File: config.mk
export PLATFORM = sky130hd
export DESIGN_NAME = fifo_bank4_flat
export DESIGN_NICKNAME = d
export VERILOG_FILES = /design/src/rtl/fifo_bank4_if.sv /design/src/rtl/fifo_bank4.sv /design/src/flat_wrapper.sv
export SDC_FILE = /design/constraint.sdc
export NUM_CORES = 1
export LEC_CHECK = 0
export CAP_MARGIN = 40
export CORE_ASPECT_RATIO = 0.8
export CORE_UTILIZATION = 50
export DETAILED_ROUTE_END_ITERATION = 10
export PLACE_DENSITY = 0.73
export RECOVER_POWER = 100
export SYNTH_ARGS = -nofsm -noshare
export SYNTH_HDL_FRONTEND = slang
export SYNTH_SLANG_ARGS = --single-unit
export TNS_END_PERCENT = 50
File: constraint.sdc
create_clock -name clk -period 4.4 [get_ports clk]
set_input_delay 0.66 -clock clk [delete_from_list [all_inputs] [get_ports clk]]
set_output_delay 0.66 -clock clk [all_outputs]
set_load 0.02 [all_outputs]
File: src/rtl/fifo_bank4_if.sv
// Handshake bundle between the upstream writer/arbiter (master) and the FIFO bank (slave).
interface fifo_bank4_if #(
  parameter int DATA_WIDTH = 12
);
  logic [DATA_WIDTH-1:0] data_in;
  logic [3:0]            push;
  logic [3:0]            pop;
  logic [DATA_WIDTH-1:0] fifo_out;
  logic                  valid_out;
  logic [3:0]            empty;
  logic [3:0]            almost_full;
  logic [3:0]            full;
  logic [3:0]            error;

  modport master (
    output data_in, push, pop,
    input  fifo_out, valid_out, empty, almost_full, full, error
  );

  modport slave (
    input  data_in, push, pop,
    output fifo_out, valid_out, empty, almost_full, full, error
  );
endinterface

File: src/rtl/fifo_bank4.sv
// Four independent synchronous FIFOs sharing one write port and one registered read port.
// Flags are registered from the post-operation count; error bits are sticky until reset.
module fifo_bank4 #(
  parameter int DATA_WIDTH     = 12,
  parameter int DEPTH          = 8,
  parameter int ADDR_WIDTH     = 3,
  parameter int ALMOST_FULL_TH = 6
) (
  input  logic           clk,
  input  logic           reset,
  fifo_bank4_if.slave    bus
);
  localparam int NUM_FIFOS = 4;
  localparam logic [ADDR_WIDTH:0]   FULL_CNT = (ADDR_WIDTH + 1)'(DEPTH);
  localparam logic [ADDR_WIDTH:0]   AF_CNT   = (ADDR_WIDTH + 1)'(ALMOST_FULL_TH);
  localparam logic [ADDR_WIDTH:0]   CNT_ONE  = (ADDR_WIDTH + 1)'(1);
  localparam logic [ADDR_WIDTH-1:0] PTR_ONE  = ADDR_WIDTH'(1);

  logic [DATA_WIDTH-1:0] mem       [NUM_FIFOS][DEPTH];
  logic [ADDR_WIDTH-1:0] wr_ptr    [NUM_FIFOS];
  logic [ADDR_WIDTH-1:0] rd_ptr    [NUM_FIFOS];
  logic [ADDR_WIDTH:0]   count     [NUM_FIFOS];
  logic [ADDR_WIDTH:0]   count_nxt [NUM_FIFOS];

  logic [NUM_FIFOS-1:0] wr_en;
  logic [NUM_FIFOS-1:0] rd_en;
  logic [1:0]           rd_sel;
  logic                 push_multi;
  logic                 pop_multi;
  logic                 overflow_hit;
  logic                 underflow_hit;

  // NOTE: every signal assigned in always_comb gets a default first, otherwise a latch is inferred.
  always_comb begin
    push_multi    = (bus.push & (bus.push - 4'd1)) != 4'd0;
    pop_multi     = (bus.pop  & (bus.pop  - 4'd1)) != 4'd0;
    wr_en         = '0;
    rd_en         = '0;
    rd_sel        = '0;
    overflow_hit  = 1'b0;
    underflow_hit = 1'b0;
    for (int i = 0; i < NUM_FIFOS; i++) begin
      rd_en[i] = !pop_multi && bus.pop[i] && (count[i] != '0);
      // A full FIFO still accepts a push when the same FIFO is popped this cycle.
      wr_en[i] = !push_multi && bus.push[i] && ((count[i] != FULL_CNT) || rd_en[i]);
      if (!pop_multi && bus.pop[i] && (count[i] == '0))
        underflow_hit = 1'b1;
      if (!push_multi && bus.push[i] && (count[i] == FULL_CNT) && !rd_en[i])
        overflow_hit = 1'b1;
      if (rd_en[i])
        rd_sel = 2'(i);
      case ({wr_en[i], rd_en[i]})
        2'b10:   count_nxt[i] = count[i] + CNT_ONE;
        2'b01:   count_nxt[i] = count[i] - CNT_ONE;
        default: count_nxt[i] = count[i];
      endcase
    end
  end

  // NOTE: storage is deliberately not reset; pointers and counts alone define which words are live.
  always_ff @(posedge clk) begin
    for (int i = 0; i < NUM_FIFOS; i++) begin
      if (reset && wr_en[i])
        mem[i][wr_ptr[i]] <= bus.data_in;
    end
  end

  // NOTE: all state is updated with non-blocking assignments so every register samples pre-edge values.
  always_ff @(posedge clk) begin
    if (!reset) begin
      for (int i = 0; i < NUM_FIFOS; i++) begin
        wr_ptr[i] <= '0;
        rd_ptr[i] <= '0;
        count[i]  <= '0;
      end
      bus.fifo_out    <= '0;
      bus.valid_out   <= 1'b0;
      bus.empty       <= 4'b1111;
      bus.almost_full <= '0;
      bus.full        <= '0;
      bus.error       <= '0;
    end else begin
      for (int i = 0; i < NUM_FIFOS; i++) begin
        if (wr_en[i])
          wr_ptr[i] <= wr_ptr[i] + PTR_ONE;
        if (rd_en[i])
          rd_ptr[i] <= rd_ptr[i] + PTR_ONE;
        count[i]           <= count_nxt[i];
        bus.empty[i]       <= (count_nxt[i] == '0);
        bus.almost_full[i] <= (count_nxt[i] >= AF_CNT);
        bus.full[i]        <= (count_nxt[i] == FULL_CNT);
      end
      bus.valid_out <= |rd_en;
      if (|rd_en)
        bus.fifo_out <= mem[rd_sel][rd_ptr[rd_sel]];
      bus.error <= bus.error | {pop_multi, push_multi, underflow_hit, overflow_hit};
    end
  end
endmodule

File: src/flat_wrapper.sv
// flat-port wrapper written by rule: the top's interface ports become plain ports
module fifo_bank4_flat 
#(
  parameter int DATA_WIDTH     = 12,
  parameter int DEPTH          = 8,
  parameter int ADDR_WIDTH     = 3,
  parameter int ALMOST_FULL_TH = 6
)
  (clk, reset, bus_data_in, bus_push, bus_pop, bus_fifo_out, bus_valid_out, bus_empty, bus_almost_full, bus_full, bus_error);
  fifo_bank4_if #(.DATA_WIDTH(DATA_WIDTH)) bus_i ();
  input  logic clk;
  input  logic reset;
  input wire logic [$bits(bus_i.data_in)-1:0] bus_data_in;
  input wire logic [$bits(bus_i.push)-1:0] bus_push;
  input wire logic [$bits(bus_i.pop)-1:0] bus_pop;
  output wire logic [$bits(bus_i.fifo_out)-1:0] bus_fifo_out;
  output wire logic [$bits(bus_i.valid_out)-1:0] bus_valid_out;
  output wire logic [$bits(bus_i.empty)-1:0] bus_empty;
  output wire logic [$bits(bus_i.almost_full)-1:0] bus_almost_full;
  output wire logic [$bits(bus_i.full)-1:0] bus_full;
  output wire logic [$bits(bus_i.error)-1:0] bus_error;
  assign bus_i.data_in = bus_data_in;
  assign bus_i.push = bus_push;
  assign bus_i.pop = bus_pop;
  assign bus_fifo_out = bus_i.fifo_out;
  assign bus_valid_out = bus_i.valid_out;
  assign bus_empty = bus_i.empty;
  assign bus_almost_full = bus_i.almost_full;
  assign bus_full = bus_i.full;
  assign bus_error = bus_i.error;
  fifo_bank4 #(.DATA_WIDTH(DATA_WIDTH), .DEPTH(DEPTH), .ADDR_WIDTH(ADDR_WIDTH), .ALMOST_FULL_TH(ALMOST_FULL_TH)) u_core (.clk(clk), .reset(reset), .bus(bus_i));
endmodule
# After elaboration in Yosys (flattened, before gate mapping)
# Memory sizes are Yosys's and may differ from the RTL's.
# Index checks and enable logic that the tools add are counted.
dict set report totals {
  reg_bits 29
  latch_bits 0
  mem_bits_rw 424
  mem_bits_ro 0
  in_bits 22
  out_inout_bits 29
  word_cells 226
  mem_count 4
}
dict set report classes {
  n_addsub 18
  multipliers 0
  div 0
  magnitude_cmp 13
  n_eq_ne 20
  shift 0
  n_mux 81
  bitwise_logic 20
  reduce_logical 64
}
# name words word_bits rd rd_ports_with_merged_regs write_ports line_no
set mem_list {}
lappend mem_list {u_core.mem 4 96 1 0 1 fifo_bank4.sv:19} ;# logic [DATA_WIDTH-1:0] mem [NUM_FIFOS][DEPTH];
lappend mem_list {u_core.count 4 4 4 0 4 fifo_bank4.sv:22} ;# logic [ADDR_WIDTH:0] count [NUM_FIFOS];
lappend mem_list {u_core.rd_ptr 4 3 5 0 4 fifo_bank4.sv:21} ;# logic [ADDR_WIDTH-1:0] rd_ptr [NUM_FIFOS];
lappend mem_list {u_core.wr_ptr 4 3 4 0 4 fifo_bank4.sv:20} ;# logic [ADDR_WIDTH-1:0] wr_ptr [NUM_FIFOS];
# cell n
set op_table {}
lappend op_table {{$mux 96} 10}
lappend op_table {{$reduce_or 96->1} 3}
lappend op_table {{$demux 12 s3} 4}
lappend op_table {{$mux 12} 6}
lappend op_table {{$mux 1} 39}
lappend op_table {{$bmux 12 s3} 1}
lappend op_table {{$logic_and 1x1->1} 36}
lappend op_table {{$eq 4x4->1 const B} 8}
lappend op_table {{$logic_not 4->1} 8}
lappend op_table {{$pmux 4 s2} 4}
lappend op_table {{$add 3x1->3 const B} 8}
lappend op_table {{$mux 3} 8}
lappend op_table {{$reduce_bool 4->1} 6}
lappend op_table {{$sub 4x1->4 const B} 6}
lappend op_table {{$ge 4x4->1 const B} 5}
lappend op_table {{$not 3->4} 5}
lappend op_table {{$add 4x1->4 const B} 4}
lappend op_table {{$ge 4x3->1 const B} 4}
lappend op_table {{$lt 4x1->1 const B} 4}
lappend op_table {{$mux 4} 4}
lappend op_table {{$ne 4x4->1 const B} 4}
lappend op_table {{$or 1x1->1} 12}
lappend op_table {{$mux 2} 5}
lappend op_table {{$and 4x4->4} 2}
lappend op_table {{other kinds (6)} 20}

# Depth between registers and ports, before layout
dict set report logic_depth {
  ltp_word 15
  ltp_mapped 17
  depth_no_buf 14
}

# Worst setup path before layout
# Ideal clock, no wire load.
dict set report synth_timing {
  kind {input port to flip-flop}
  startpoint {in bus_pop[3]}
  endpoint {reg u_core.bus.empty[3]}
  setup_ns 0.070
  arrival_time_ns 3.769
  required_ns 4.330
  setup_slack_ns 0.561
  path_stages 16
  path_buffers 4
  cell_sequence {clkbuf_1 nor4b_2 nand2_1 inv_2 clkbuf_1 buf_1 buf_1 ha_1 xor2_1 ha_1 a21oi_1 xor2_1 nor2_1 xnor2_1 nand2_1 a21oi_1}
}
dict set report synth_between {
  elab_chain_len 11
  word_cells_on_any_way 12
  cone_classes {add/sub (1); eq/ne (2); mux (1); bitwise (1); reduce/logical (7)}
}
# item line_no
set synth_lines {}
lappend synth_lines {{start, declared} flat_wrapper.sv:15} ;# input wire logic [$bits(bus_i.pop)-1:0] bus_pop;
lappend synth_lines {{$sub 4x1->4} fifo_bank4.sv:36} ;# pop_multi = (bus.pop & (bus.pop - 4'd1)) != 4'd0;
lappend synth_lines {{$and 4x4->4} fifo_bank4.sv:36}
lappend synth_lines {{$reduce_bool 4->1} fifo_bank4.sv:36}
lappend synth_lines {{$logic_not 1->1} fifo_bank4.sv:43} ;# rd_en[i] = !pop_multi && bus.pop[i] && (count[i] != '0);
lappend synth_lines {{$logic_and 1x1->1 (*) (2 in a row)} fifo_bank4.sv:43}
lappend synth_lines {{$logic_or 1x1->1} fifo_bank4.sv:45} ;# wr_en[i] = !push_multi && bus.push[i] && ((count[i] != FULL_CNT) || rd_en[i]);
lappend synth_lines {{$logic_and 1x1->1} fifo_bank4.sv:45}
lappend synth_lines {{$eq 2x1->1 or $eq 2x2->1 (tied branches)} fifo_bank4.sv:52} ;# case ({wr_en[i], rd_en[i]})
lappend synth_lines {{$pmux 4 s2 (*)} fifo_bank4.sv:52}
lappend synth_lines {{$logic_not 4->1 (*)} fifo_bank4.sv:89} ;# bus.empty[i] <= (count_nxt[i] == '0);
lappend synth_lines {{end signal, assigned by index} fifo_bank4.sv:89}
lappend synth_lines {{end, declared} fifo_bank4_if.sv:22} ;# output fifo_out, valid_out, empty, almost_full, full, error
# Every way passes the cells marked *; elsewhere a longest branch is shown, timed or not.
# A chain may end at the register's enable or synchronous reset.

# Worst setup path after layout
dict set report layout_timing {
  startpoint {in bus_pop[1]}
  endpoint {reg u_core.bus.fifo_out[0]}
}
dict set report layout_between {
  elab_chain_len 14
  word_cells_on_any_way 22
  cone_classes {add/sub (1); mux (6); bitwise (2); reduce/logical (11); memory (2)}
}
# item line_no
set layout_lines {}
lappend layout_lines {{$sub 4x1->4} fifo_bank4.sv:36}
lappend layout_lines {{$and 4x4->4} fifo_bank4.sv:36}
lappend layout_lines {{$reduce_bool 4->1} fifo_bank4.sv:36}
lappend layout_lines {{$logic_not 1->1} fifo_bank4.sv:43}
lappend layout_lines {{$logic_and 1x1->1 (2 in a row)} fifo_bank4.sv:43}
lappend layout_lines {{$mux 1} fifo_bank4.sv:50} ;# if (rd_en[i])
lappend layout_lines {{$mux 2 (2 in a row)} fifo_bank4.sv:50}
lappend layout_lines {{$mem_v2 4x3} -}
lappend layout_lines {{$not 3->4 (implied by the code)} fifo_bank4.sv:95} ;# bus.fifo_out <= mem[rd_sel][rd_ptr[rd_sel]];
lappend layout_lines {{$bmux 12 s3} fifo_bank4.sv:95}
lappend layout_lines {{$mux 12 (implied by the code) (2 in a row)} fifo_bank4.sv:95}
lappend layout_lines {{end signal, assigned} fifo_bank4.sv:95}
lappend layout_lines {{end, declared} fifo_bank4_if.sv:22}
# Several ways; a longest one is shown, not always the timed one. The select of a mux whose other input is x is not followed.

==> flow_summary.json <==
{
  "clock_skew_ns": 0.01411,
  "final_cell_mix": "edfxtp_1, nand2_1, nor2_1",
  "drc_errors": 0,
  "diodes": 0,
  "antenna_found_initial": 0,
  "portBuffers": 50,
  "vias": 12505,
  "cts_htree_levels": 2,
  "synth_nets": 1412,
  "clk_pin_slew_ns": 0.06,
  "initialDrtViolationCount": 1528,
  "finalHoldViolCount": 0,
  "initial_core_util": 0.5077,
  "hpwl_um": 31550,
  "nets": 1510,
  "clock_tree.root_cell": "clkbuf_16",
  "start_kind": "input port",
  "timing.fmax_mhz": 255.5,
  "seq_area_um2": 13150,
  "hold_buffers": 0,
  "hold_path.class": "register to register",
  "cts_resized": 0,
  "final.setup.tns_ns": 0,
  "stdcell_count": 1989,
  "worst_pin_slew_ns": 1.821,
  "p_comb_frac": 0.053,
  "arrival_ns": 4.36,
  "syn_area_um2": 18810,
  "ys_seq_elements": 453,
  "die_w_um": 218.8,
  "die_h_um": 175.5,
  "finalSetupViolCount": 0,
  "wl_um": 48620,
  "p_per_area_nw_per_um2": 419.6,
  "violations": "capacitance limit, slew limit",
  "leakage_uw": 0.007441,
  "synth_ff_type": "edfxtp_1",
  "ys_types": 74,
  "worstSetupPathType": "input port to register",
  "drtPass1Iterations": 5,
  "grt_setup_unrepaired": "false",
  "synthCells": 1370,
  "drv_cap": 8,
  "grt_pass1_wl_um": 73130,
  "multi_input_area_um2": 5161,
  "layout_commonest_cell": "edfxtp_1",
  "drv_slew": 264,
  "clk_path_buf_depth": 3,
  "grt_pass1_vias": 11914,
  "pwr-share-clk": 0.418,
  "fin_crit_sh": 0.8897,
  "insertion_delay_ns": 0.56,
  "final_antenna_net_count": 0,
  "async_reset_ff_frac": 0,
  "placedCellCount": 1908,
  "design.core.area_um2": 37050,
  "synth.avg_cell_area_um2": 13.73,
  "power.internal_uw": 7051,
  "finalCriticalPeriod_ns": 3.915,
  "cts.sinks": 453,
  "area_growth_pct": 14.32,
  "wl_per_cell_um": 24.45,
  "nFillCells": 2911,
  "place_congestion": 0.8955,
  "cp-end-kind": "register",
  "cts_buffers": 45,
  "yosysWarnings": 0,
  "peakVddDrop_mv": 0.3532,
  "drive_gt1_frac": 0.09188,
  "die_area_um2": 38400,
  "grt_max_degree": 49,
  "swShare": 0.2184,
  "synth-edff-count": 408,
  "status": "complete, but fails checks",
  "switchingPower_uw": 1970,
  "row_count": 63,
  "grt_remaining_overflow": 0,
  "crit_required_ns": 4.85,
  "pwr-share-seq": 0.529,
  "relSlewSlack": -0.2137,
  "post_cts_buffers": 0,
  "power_uw": 9021,
  "track_usage": 0.2559,
  "io_pins": 51,
  "cts_tree": "done",
  "crit_fanout": 10,
  "seq_area_frac_synth": 0.6993,
  "via_per_inst": 6.287
}
==> worst max-delay path, stage by stage <==
cell,delay (ns)
dlygate4sd3_1,0.65
or4b_1,0.68
o22ai_1,0.82
o221ai_1,0.32
o21a_1,0.23
a221oi_1,0.49
a211oi_1,0.11
o41ai_1,0.39
==> per-stage QoR <==
| stage | setup WS, ns | hold WS (ns) | util | cell area, µm² |
|---|---|---|---|---|
| final | 0.4853 | 0.4652 | 0.5803 | 21500 |
| after global routing | 0.3246 | 0.5033 | 0.5803 | 21500 |
| after CTS | 0.8464 | 0.4780 | 0.5878 | 21780 |
| after detailed placement | 0.2669 | 0.4683 | 0.5489 | 20330 |
| after global placement | 0.3402 | 0.4354 | 0.5473 | 20280 |
| after floorplan | 0.5614 | 0.5222 | - | 18810 |
==> cells in the mapped netlist (7+ instances only) <==
library cell,number,area (µm²)
nand2b_1,15,93.84
a22oi_1,7,52.55
a311oi_1,20,175.2
o211ai_1,8,60.06
clkbuf_1,38,142.6
edfxtp_1,408,12250
xnor2_1,14,122.6
ha_1,19,237.7
o22ai_1,9,56.30
a211oi_1,22,165.2
nor2_1,109,409.1
a21oi_1,35,175.2
dfxtp_1,45,900.9
o21a_1,7,52.55
nor3_1,26,130.1
nand4_1,23,143.9
a311o_1,7,70.07
nand2_1,163,611.8
buf_1,16,60.06
inv_1,24,90.09
mux2i_1,40,400.4
and3_1,19,118.9
a31oi_1,20,125.1
o31ai_1,12,90.09
o221ai_1,43,376.6
xor2_1,10,87.58
nand3_1,44,220.2
buf_2,28,140.1
a221oi_1,15,131.4
o21ai_0,20,100.1
==> sequential cells by signal (all words and copies together) (netlist names) <==
register / flops
u_core.bus.fifo_out: 12
u_core.rd_ptr: 12
u_core.bus.full: 4
u_core.wr_ptr: 12
u_core.bus.almost_full: 4
u_core.bus.valid_out: 1
u_core.bus.error: 4
u_core.bus.empty: 4
u_core.count: 16
u_core.mem: 384
==> power by group through the flow <==
stage | combinational [µW] | clock [µW] | sequential [µW]
floorplan | 253 | 0 | 4860
global placement | 474 | 0 | 4860
detailed placement | 491 | 0 | 4860
CTS | 494 | 3800 | 4770
global route | 515 | 3970 | 4780
finish | 480 | 3770 | 4770
==> kinds of logic (layout without fill, tap and decap cells) <==
kind of cell,count (synthesis),count (layout),share of synthesized area
xor+xnor,24,24,0.01118
flops,453,453,0.6993
compound gates,273,273,0.1140
simple gates,438,438,0.1082
mux,47,47,0.02608
fa+ha+maj,21,21,0.01424
buf+inv,114,246,0.02701
==> final cells by class <==
type                    count  share of cell area
clock buffers              54             0.05686
clock inverters            27             0.01018
repair buffers            140             0.04848
inverters                  25            0.004365
well taps                 487             0.02834
flip-flops and latches    453              0.6117
multi-input cells         803              0.2400
==> worst paths after layout <==
check	startpoint	endpoint	slack, ns	cells past startpoint
setup / recovery	bus_pop[1]	u_core.bus.fifo_out[0]	0.49	8
hold / removal	u_core.bus.error[2]	u_core.bus.error[2]	0.47	2
setup reg to reg	u_core.count[0][8]	u_core.bus.fifo_out[11]	0.78	8
hold reg to reg	u_core.bus.error[2]	u_core.bus.error[2]	0.47	2
==> per-layer routing <==
layer	up-vias	GRT usage	routed length [µm]
met5	-	0	0
met4	0	0.07784	1234
met3	81	0.05056	5140
met2	678	0.3813	21540
met1	6245	0.3796	20710
li1	5501	-	-
(Power assumes the default switching activity.)
